`src/rtl/capture_pkg.sv`:
```
// Shared constants and the timestamp layout for the count capture unit.
// The default widths here describe the stamp seen by the display/logging stage.
package capture_pkg;

    localparam int CNT_W_DEF       = 4;
    localparam int EPOCH_W_DEF     = 4;
    localparam int DEPTH_DEF       = 4;
    localparam int SYNC_STAGES_DEF = 2;
    localparam int TS_W            = EPOCH_W_DEF + CNT_W_DEF;

    typedef struct packed {
        logic [EPOCH_W_DEF-1:0] epoch;
        logic [CNT_W_DEF-1:0]   count;
    } timestamp_t;

endpackage

```
`src/rtl/sync_fifo.sv`:
```
// Show-ahead single-clock FIFO: pop_data is the head entry whenever empty=0.
// A push into a full FIFO is accepted only when a pop happens in the same cycle.
module sync_fifo #(
    parameter int WIDTH = 8,
    parameter int DEPTH = 4,
    localparam int AW   = $clog2(DEPTH)
) (
    input  logic             clk,
    input  logic             rst,
    input  logic             push,
    input  logic [WIDTH-1:0] push_data,
    input  logic             pop,
    output logic [WIDTH-1:0] pop_data,
    output logic             full,
    output logic             empty,
    output logic [AW:0]      level
);

    logic [WIDTH-1:0] mem [DEPTH];
    logic [AW:0]      wr_ptr;
    logic [AW:0]      rd_ptr;
    logic             do_push;
    logic             do_pop;

    assign empty   = (wr_ptr == rd_ptr);
    assign full    = (wr_ptr[AW] != rd_ptr[AW]) && (wr_ptr[AW-1:0] == rd_ptr[AW-1:0]);
    assign level   = wr_ptr - rd_ptr;
    assign do_pop  = pop & ~empty;
    assign do_push = push & (~full | do_pop);

    // Gating with empty keeps the output at zero out of reset without clearing storage.
    assign pop_data = empty ? '0 : mem[rd_ptr[AW-1:0]];

    always_ff @(posedge clk or posedge rst) begin
        if (rst) begin
            wr_ptr <= '0;
            rd_ptr <= '0;
        end else begin
            if (do_push) wr_ptr <= wr_ptr + 1'b1;
            if (do_pop)  rd_ptr <= rd_ptr + 1'b1;
        end
    end

    // NOTE: storage is deliberately not reset; validity lives entirely in the pointers.
    always_ff @(posedge clk) begin
        if (do_push) mem[wr_ptr[AW-1:0]] <= push_data;
    end

endmodule

```
`src/rtl/count_capture_unit.sv`:
```
// Timestamps rising edges of an asynchronous event with {epoch, count} and
// queues them for a valid/ready consumer; epoch counts wraps of the counter.
module count_capture_unit
    import capture_pkg::*;
#(
    parameter int CNT_W       = CNT_W_DEF,
    parameter int EPOCH_W     = EPOCH_W_DEF,
    parameter int DEPTH       = DEPTH_DEF,
    parameter int SYNC_STAGES = SYNC_STAGES_DEF
) (
    input  logic                      clk,
    input  logic                      rst,
    input  logic [CNT_W-1:0]          q_in,
    input  logic                      event_in,
    output logic [EPOCH_W+CNT_W-1:0]  ts_data,
    output logic                      ts_valid,
    input  logic                      ts_ready,
    output logic                      overflow,
    input  logic                      clr_ovf,
    output logic [$clog2(DEPTH):0]    level
);

    typedef struct packed {
        logic [EPOCH_W-1:0] epoch;
        logic [CNT_W-1:0]   count;
    } stamp_t;

    logic [SYNC_STAGES-1:0] sync_q;
    logic                   sync_prev;
    logic                   event_edge;
    logic [CNT_W-1:0]       q_prev;
    logic [EPOCH_W-1:0]     epoch;
    logic                   wrap_now;
    stamp_t                 stamp;
    logic                   fifo_full;
    logic                   fifo_empty;
    logic                   pop;
    logic                   push;
    logic                   drop;

    assign event_edge = sync_q[SYNC_STAGES-1] & ~sync_prev;
    assign wrap_now   = (q_prev == '1) && (q_in == '0);

    // The stamp folds in a wrap happening on this very edge, so it matches the new epoch.
    assign stamp.epoch = epoch + EPOCH_W'(wrap_now);
    assign stamp.count = q_in;

    assign ts_valid = ~fifo_empty;
    assign pop      = ts_valid & ts_ready;
    assign push     = event_edge & (~fifo_full | pop);
    assign drop     = event_edge & fifo_full & ~pop;

    always_ff @(posedge clk or posedge rst) begin
        if (rst) begin
            sync_q    <= '0;
            sync_prev <= 1'b0;
            q_prev    <= '0;
            epoch     <= '0;
            overflow  <= 1'b0;
        end else begin
            sync_q    <= {sync_q[SYNC_STAGES-2:0], event_in};
            sync_prev <= sync_q[SYNC_STAGES-1];
            q_prev    <= q_in;
            epoch     <= epoch + EPOCH_W'(wrap_now);
            if (drop)         overflow <= 1'b1;
            else if (clr_ovf) overflow <= 1'b0;
        end
    end

    sync_fifo #(
        .WIDTH ($bits(stamp_t)),
        .DEPTH (DEPTH)
    ) u_fifo (
        .clk       (clk),
        .rst       (rst),
        .push      (push),
        .push_data (stamp),
        .pop       (pop),
        .pop_data  (ts_data),
        .full      (fifo_full),
        .empty     (fifo_empty),
        .level     (level)
    );

endmodule

```
`config.mk`:
```
export PLATFORM = sky130hd
export DESIGN_NAME = count_capture_unit
export DESIGN_NICKNAME = d
export VERILOG_FILES = /design/src/rtl/capture_pkg.sv /design/src/rtl/sync_fifo.sv /design/src/rtl/count_capture_unit.sv
export SDC_FILE = /design/constraint.sdc
export NUM_CORES = 1
export LEC_CHECK = 0
export ABC_AREA = 1
export CAP_MARGIN = 25
export CELL_PAD_IN_SITES_DETAIL_PLACEMENT = 0
export CELL_PAD_IN_SITES_GLOBAL_PLACEMENT = 1
export CORE_ASPECT_RATIO = 1.5
export CORE_MARGIN = 10
export CORE_UTILIZATION = 44
export DETAILED_ROUTE_END_ITERATION = 8
export PLACE_DENSITY_LB_ADDON = 0.1
export SYNTH_ARGS = -nofsm -noshare
export SYNTH_HDL_FRONTEND = slang
export SYNTH_SLANG_ARGS = --single-unit
export TNS_END_PERCENT = 5
```
`constraint.sdc`:
```
create_clock -name clk -period 2.4 [get_ports clk]
set_input_delay 0.48 -clock clk [delete_from_list [all_inputs] [get_ports clk]]
set_output_delay 0.48 -clock clk [all_outputs]
set_load 0.01 [all_outputs]
```
# After elaboration in Yosys (flattened, before gate mapping)
# Memory sizes are Yosys's and may differ from the RTL's.
# Index checks and enable logic that the tools add are counted.
# word_totals
output_inout_bits,13
n_memories,1
inputBits,9
ram_bits,32
word_cells,38
reg_bits,18
# memory_table
name,words,word_bits,rd,rd_ports_with_merged_regs,write_ports,line_no,rtl
u_fifo.mem,4,8,1,0,1,sync_fifo.sv:19,logic [WIDTH-1:0] mem [DEPTH];
# op_classes
bitwise_logic,13
reduce_logical,4
n_eq_ne,4
addsub,4
muxes,5
# ops
cell,count
$mux 8,1
$and 1x1->1,7
$add 3x1->3 const B,2
$add 4x1->4,1
$eq 4x4->1 const B,1
$logic_not 4->1,1
$mux 1,4
$not 1->1,4
$eq 3x3->1,1
$sub 3x3->3,1
$eq 2x2->1,1
$logic_and 1x1->1,2
$or 1x1->1,2
$reduce_bool 2->1,1
$ne 1x1->1,1

# Logic depth before layout (Yosys ltp)
# Gate-level depths: netlist of the first run.
# depth
ltp_word,8
depth_mapped,9
depth_no_buf,8

# Cells and area by module
# From an unflattened synthesis of the first run, not the netlist that was laid out.
# unflattened
cells_unflattened,194
hier_area_um2,2179.6
# modules_own_cells
module,cells_per_inst,seq_area_each_um2,n_inst,area_per_inst_um2
sync_fifo,157,1111.1,1,1750.4
count_capture_unit,37,300.3,1,429.2

# Worst setup path after synthesis of the first run
# OpenSTA, ideal clock, no wires.
# synth_timing
path_kind,register to output
start,register u_fifo.rd_ptr[1]
end,output port ts_data[0]
slack_ns,0.450
arrival_time_ns,1.470
required_time_ns,1.920
stages_incl_launch_ff,9
path_buffers,1
path_cell_list,dfrtp_1 -> buf_2 -> inv_2 -> ha_1 -> nand2_1 -> inv_1 -> nand3_4 -> inv_2 -> a21oi_1
# synth_between
elab_chain_len,2
# synth_lines
item,line_no,rtl
from (decl),sync_fifo.sv:21,logic [AW:0] rd_ptr;
from (signal assigned),sync_fifo.sv:40,if (do_pop) rd_ptr <= rd_ptr + 1'b1;
$mem_v2 4x8 / $eq 3x3->1 (equally long branches),-,
$mux 8 *,sync_fifo.sv:32,assign pop_data = empty ? '0 : mem[rd_ptr[AW-1:0]];
to (decl),count_capture_unit.sv:15,"output logic [EPOCH_W+CNT_W-1:0] ts_data,"
# Mark *: on every way between the ends. The rest lies on a longest branch, timed or not.

# Final worst setup path of the first run
# layout_timing
start,register u_fifo.rd_ptr[0]
end,output port ts_data[7]
# The elaborated chain is that of the path after synthesis.

==> results of run 1 <==
[logic make-up after synthesis]
group,count (synthesis)
AND/OR/NAND/NOR,103
flip-flops,50
buffers and inverters,37
adder cells (fa/ha/maj),10
AO/OA/AOI/OAI,9
XOR/XNOR,5
[through the flow]
| stage | total power, W | cells | instance area [µm²] | util |
|---|---|---|---|---|
| after floorplan | 0.002057 | 214 | 2287 | - |
| after global placement | 0.002701 | 312 | 2648 | 0.5207 |
| after detailed placement | 0.002739 | 312 | 2648 | 0.5207 |
| after CTS | 0.003082 | 320 | 2723 | 0.5354 |
| after global routing | 0.003298 | 321 | 2736 | 0.5381 |
| final | 0.003042 | 321 | 2736 | 0.5381 |
[metal layers]
layer  routed length (µm)  up-vias
met3                  203        4
met4                   45        0
met5                    0        -
met1                 1617      673
met2                 2269       27
li1                     -      744
[worst max-delay path: cells and delay by family (launching register included)]
| kind | cells | cell delay [ps] |
|---|---|---|
| flops | 1 | 400 |
| buf+inv | 3 | 430 |
| simple gates | 2 | 210 |
| fa+ha+maj | 1 | 310 |
| compound gates | 1 | 120 |
[final cells by class]
cell class              instances  area share
flip-flops and latches         50      0.5162
multi-input cells             127      0.2615
repair buffers                 36      0.1143
inverters                      32     0.04481
well taps                      68     0.03109
clock buffers                   6     0.02652
clock inverters                 2    0.005487
[worst min-delay path by stage]
stage                     endpoint  cells past startpoint                start  slack (ps)
2_1_floorplan  sync_q[1]$_DFF_PP0_                      0  sync_q[0]$_DFF_PP0_         330
3_3_place_gp   sync_q[1]$_DFF_PP0_                      0  sync_q[0]$_DFF_PP0_         340
3_5_place_dp   sync_q[1]$_DFF_PP0_                      0  sync_q[0]$_DFF_PP0_         340
4_1_cts        sync_q[1]$_DFF_PP0_                      0  sync_q[0]$_DFF_PP0_         370
5_1_grt        sync_q[1]$_DFF_PP0_                      0  sync_q[0]$_DFF_PP0_         380
6_report       sync_q[1]$_DFF_PP0_                      0  sync_q[0]$_DFF_PP0_         360
[cells in the final DEF (no fill, tap or decap)]
| cell type | instances |
|---|---|
| dlygate4sd2_1 | 10 |
| nand3_4 | 1 |
| clkinvlp_4 | 2 |
| clkdlybuf4s50_1 | 10 |
| inv_2 | 1 |
| nor2_1 | 35 |
| edfxtp_1 | 32 |
| xnor2_1 | 1 |
| nand3b_1 | 1 |
| o21ai_1 | 1 |
| ha_1 | 9 |
| xor2_1 | 4 |
| dlymetal6s2s_1 | 1 |
| dfrtp_1 | 17 |
| nor2_8 | 1 |
| nor2_2 | 5 |
| dfrtp_2 | 1 |
| nand3_1 | 7 |
| clkbuf_8 | 5 |
| buf_4 | 15 |
| inv_4 | 1 |
| nand2_4 | 1 |
| fa_1 | 1 |
| nand4_1 | 1 |
| a21oi_1 | 8 |
| nand2_2 | 4 |
| clkbuf_1 | 1 |
| nand2_1 | 45 |
| inv_1 | 30 |
| nand2_8 | 2 |
[state kept, by name, summed over array words and instances (netlist names)]
signal,flops
u_fifo.mem,32
epoch,4
overflow,1
sync_prev,1
u_fifo.wr_ptr,3
u_fifo.rd_ptr,3
sync_q,2
q_prev,4
[power by group through the flow]
stage / combinational, W / clock, W / sequential, W
6_report: 0.00147 / 0.000465 / 0.00110
3_5_place_dp: 0.00161 / 0 / 0.00113
5_1_grt: 0.00166 / 0.000520 / 0.00112
4_1_cts: 0.00149 / 0.000484 / 0.00111
3_3_place_gp: 0.00158 / 0 / 0.00112
2_1_floorplan: 0.000946 / 0 / 0.00111
[repair_timing]
action / CTS / global route
endpoints found under the setup margin: 10 / 9
resized for setup: 10 / 3
buffers inserted: 0 / 1
hold endpoints to repair: 0 / 0
==> qor.csv, run 1 <==
metric,value,unit
drcViolationCount,0,
synthMuxAreaShare,0,
cts.clk_slew.worst_paths,80,ps
synthTopCellsByCount,"nand2_1 (45), nor2_1 (35), edfxtp_1 (32)",
synth-simple-area-share,0.2161,
clock_path_buffers,2,
combPwrFrac,0.485,
grt_pass1_vias,1469,
slowest_delay,400,ps
ys_warn_count,0,
first_pass_iters,6,
yosysTopAreaCell,edfxtp_1,
cp_max_fo,8,
place_ws,90.13,ps
finalCriticalPeriod,2250,ps
cts_buffers,5,
final-seq-area,0.001413,mm²
fp.dieH,108.3,µm
grt_overflow,0,
grtUsageMet3,0.02907,
power_frac_seq,0.362,
synth-adder-area-share,0.05799,
whs,363.8,ps
slew-limit-headroom,0.5200,
fmax,0.4444,GHz
rsz0062_at_grt,false,
worstReg2RegEnd,u_fifo.mem[2][4]$_DFFE_PP_,
synth_edf_count,32,
reg2reg_depth,7,
syn_to_final_growth,19.64,%
io_pins,22,
synth_compound_area_frac,0.01969,
ys_seq_area_frac,0.6171,
path_cells,ha_1 -> nand2_1 -> inv_1 -> nand3_4 -> inv_4 -> a21oi_1 -> dlygate4sd2_1,
endpoint,ts_data[7],
synth_area,0.002287,mm²
path_class,flop to output pin,
vias,1448,
groute.layer.met1.usage,0.1079,
chipWidth,78.87,µm
worst_slack,150.0,ps
synthesis.nets,233,
r2r-start,u_fifo.rd_ptr[0]$_DFFE_PP0P_,
worst_setup_path_end_kind,output pin,
p_per_area,1112,mW/mm²
synthArstFlopShare,0.3600,
ys.flop_type,edfxtp_1,
cts-root-buf,clkbuf_8,
syn_inst,214,
core_area,0.005085,mm²
period_share,0.9375,
via_per_inst,4.511,
grt_util_all_layers,0.1061,
hold_buffers,0,
place.gp.congestion,0.7687,
drive_above_1_share,0.1542,
grt_pass1_wl,6.975,mm
fillers,499,
crit_path_start_kind,flop,
clk-insertion-delay-late,290,ps
yosys_register_bits,50,
antenna_found_initial,0,
swShare,0.3897,
fin_tns_setup,0,ps
hold_viol,0,
synth_top_family_by_area,simple AND/OR/NAND/NOR gates,
rows,32,
worstMarginPinSlew,719.2,ps
synth_top_area_share,0.4201,
slowest_stage,dfrtp_1,
startpoint,u_fifo.rd_ptr[0]$_DFFE_PP0P_,
final_antenna_net_count,0,
p_sw,0.001186,W
r2r_slack,650,ps
wl,4.137,mm
use_met2,0.1987,
power_frac_clock,0.153,
drt_iter0_drc,38,
avgSynthCellArea,10.69,µm²
synth_xor_area_frac,0.01915,
grt_max_degree,36,
die_area,0.008542,mm²
multi_input_area,715.7,µm²
numClockSinks,50,
setup_violations,0,
cts_tree,built,
wire_per_inst,12.89,µm
fin_worst_skew,3.572,ps
intPower,0.001857,W
cp_data_required_time,1920,ps
io_buffers,21,
outcome,"finished, final reports clean",
grt.busiest_layer,met2,
irDropWorstVdd,0.8221,mV
insertedDiodeCount,0,
start_util,0.4498,
dp_hpwl,3.106,mm
critPathArrivalTime,1770,ps
h-tree-depth,2,
power_leakage,1.248,nW
nNetsFinal,271,
drv_slew,0,
drv_cap,0,
hp-class,flop to flop,
synth.most_common_cell,nand2_1,
synthTopCellsByArea,"edfxtp_1 (42%), dfrtp_1 (20%), nand2_1 (7.4%)",
yosys.cell_types.count,24,
Power figures use the tool's default switching activity.
==> inputs of run 2 (changes only) <==
Settings changed: CORE_UTILIZATION 44 to 49, DONT_BUFFER_PORTS set to 1, SLEW_MARGIN set to 20.
==> run 2 against run 1 <==
  * Utilization up 2.4 points
  * Sequential share of layout area up 3.7 points
  * Highest routed layer unchanged
  * Sequential power about the same
  * Final cell count down 8.7%
  * Worst setup slack better by 32 ps
  * Global-route usage up 1.2 points
  * Wire length up 1.5%
  * Non-clock buffer count down 24
  * Final area down 6.7%
  * First-iteration DRC count up 45%
  * Largest power group unchanged
==> qor.csv, run 2 (same netlist as run 1, synthesis figures left out) <==
metric,value,unit
antenna_found_initial,0,
dpl_cell_area,0.002417,mm²
worstMarginPinSlew,751.1,ps
grt_pass1_wl,7.072,mm
via_per_inst,4.689,
core_area,0.004542,mm²
critPathArrivalTime,1740,ps
vias,1374,
rsz0062_at_grt,false,
worst_setup_path_end_kind,output pin,
clk-insertion-delay-late,300,ps
stdcell_count,293,
final_antenna_net_count,0,
final_cell_mix,"nand2_1 (45), nor2_1 (35), edfxtp_1 (32)",
fin_area,0.002552,mm²
grt_max_degree,36,
h-tree-depth,2,
slew-limit-headroom,0.4987,
final-seq-area,0.001411,mm²
whs,189.1,ps
fillers,400,
numClockSinks,50,
path_class,flop to output pin,
io_buffers,0,
die_area,0.007857,mm²
outcome,"finished, final reports clean",
place_inst,285,
slowest_stage,dfrtp_1,
rows,30,
drive_above_1_share,0.1572,
crit_path_start_kind,flop,
p_per_area,1222,mW/mm²
hp-class,input port to async pin,
slowest_delay,420,ps
irDropWorstVdd,0.6873,mV
fp.dieH,103.7,µm
drt_iter0_drc,55,
cts-root-buf,clkbuf_8,
multi_input_area,715.7,µm²
dp_hpwl,2.952,mm
cp_data_required_time,1920,ps
fin_worst_skew,4.569,ps
grt_pass1_vias,1457,
fin_tns_setup,0,ps
wl,4.199,mm
layout_commonest_cell,nand2_1,
place_ws,404.4,ps
power_leakage,1.157,nW
wire_per_inst,14.33,µm
cts_tree,built,
hold_viol,0,
path_cells,inv_2 -> ha_1 -> nand2_1 -> inv_1 -> nand3_4 -> inv_4 -> a21oi_1 -> buf_4,
period_share,0.9242,
insertedDiodeCount,0,
fmax,0.4508,GHz
io_pins,22,
finalCriticalPeriod,2218,ps
cts.clk_slew.worst_paths,90,ps
drv_slew,0,
hold_buffers,0,
cp_max_fo,8,
setup_violations,0,
cts_buffers,5,
drcViolationCount,0,
place.gp.congestion,0.7587,
clock_path_buffers,2,
syn_to_final_growth,11.60,%
worst_slack,181.9,ps
largest_reg_flops,32,
chipWidth,75.79,µm
grt_util_all_layers,0.1185,
first_pass_iters,4,
drv_cap,0,
nNetsFinal,247,
grt_overflow,0,
start_util,0.5036,
==> run 2: cell count changes in the layout (fill, tap and decap cells not counted), sizes merged <==
cell | before | now
dlygate4sd2 | 10 | 0
clkdlybuf4s50 | 10 | 0
dlymetal6s2s | 1 | 0
clkinv | 0 | 1
clkbuf | 6 | 5
buf | 15 | 12
clkinvlp | 2 | 0
bufinv | 0 | 2
==> run 2: path summary, 6_finish.rpt <==
kind	startpoint	end	slack (ps)	cells past startpoint
min in group clk	q_in[0]	q_prev[0]$_DFF_PP0_	200	0
hold reg to reg	sync_q[0]$_DFF_PP0_	sync_q[1]$_DFF_PP0_	360	0
hold / removal	rst	epoch[3]$_DFF_PP0_	190	1
setup / recovery	u_fifo.wr_ptr[0]$_DFFE_PP0P_	ts_data[2]	180	8
setup reg to reg	u_fifo.wr_ptr[0]$_DFFE_PP0P_	u_fifo.mem[0][6]$_DFFE_PP_	470	7
max in group asynchronous	rst	epoch[2]$_DFF_PP0_	1740	1
==> run 2: layout make-up <==
class	count	area share
sequential	50	0.5529
multi-input combinational	127	0.2804
inverter	32	0.04804
timing repair buffer	12	0.03529
tap	64	0.03137
clock buffer	5	0.02696
clock inverter	3	0.02500
==> run 2: what timing repair did <==
action,in CTS,in global routing
endpoints found under the setup margin,0,8
buffers inserted,0,0
gates resized for setup,0,2
==> run 2: per-layer routing <==
layer	share of wire	up-vias	global-route usage
li1	-	695	-
met1	0.37	641	0.1176
met2	0.54	28	0.2057
met3	0.065	10	0.04107
met4	0.026	0	0.05867
met5	0	-	0
==> run 2: worst max-delay path: cells and delay by family, from the launching register on <==
family	cells	cell delay [ps]
simple gates	2	210
buf+inv	4	460
flops	1	420
compound gates	1	60
fa+ha+maj	1	300
==> run 2: stage by stage <==
step,total power (W),util
finish,0.003120,0.5620
global route,0.003371,0.5620
CTS,0.003158,0.5614
detailed placement,0.002473,0.5322
global placement,0.002430,0.5322
floorplan,0.002057,-
==> run 2: where the power goes <==
group          leakage [nW]  switching, W  internal, W  total [W]
combinational         0.571      0.000830     0.000492    0.00132
sequential            0.520     0.0000728      0.00104    0.00111
clock                0.0658      0.000278     0.000412   0.000690
total                  1.16       0.00118      0.00194    0.00312
==> inputs of run 3 (changes only) <==
Settings changed: SLEW_MARGIN 20 to 0.
==> results of run 3 <==
Final layout, timing and power as in run 2 (identical DEF).
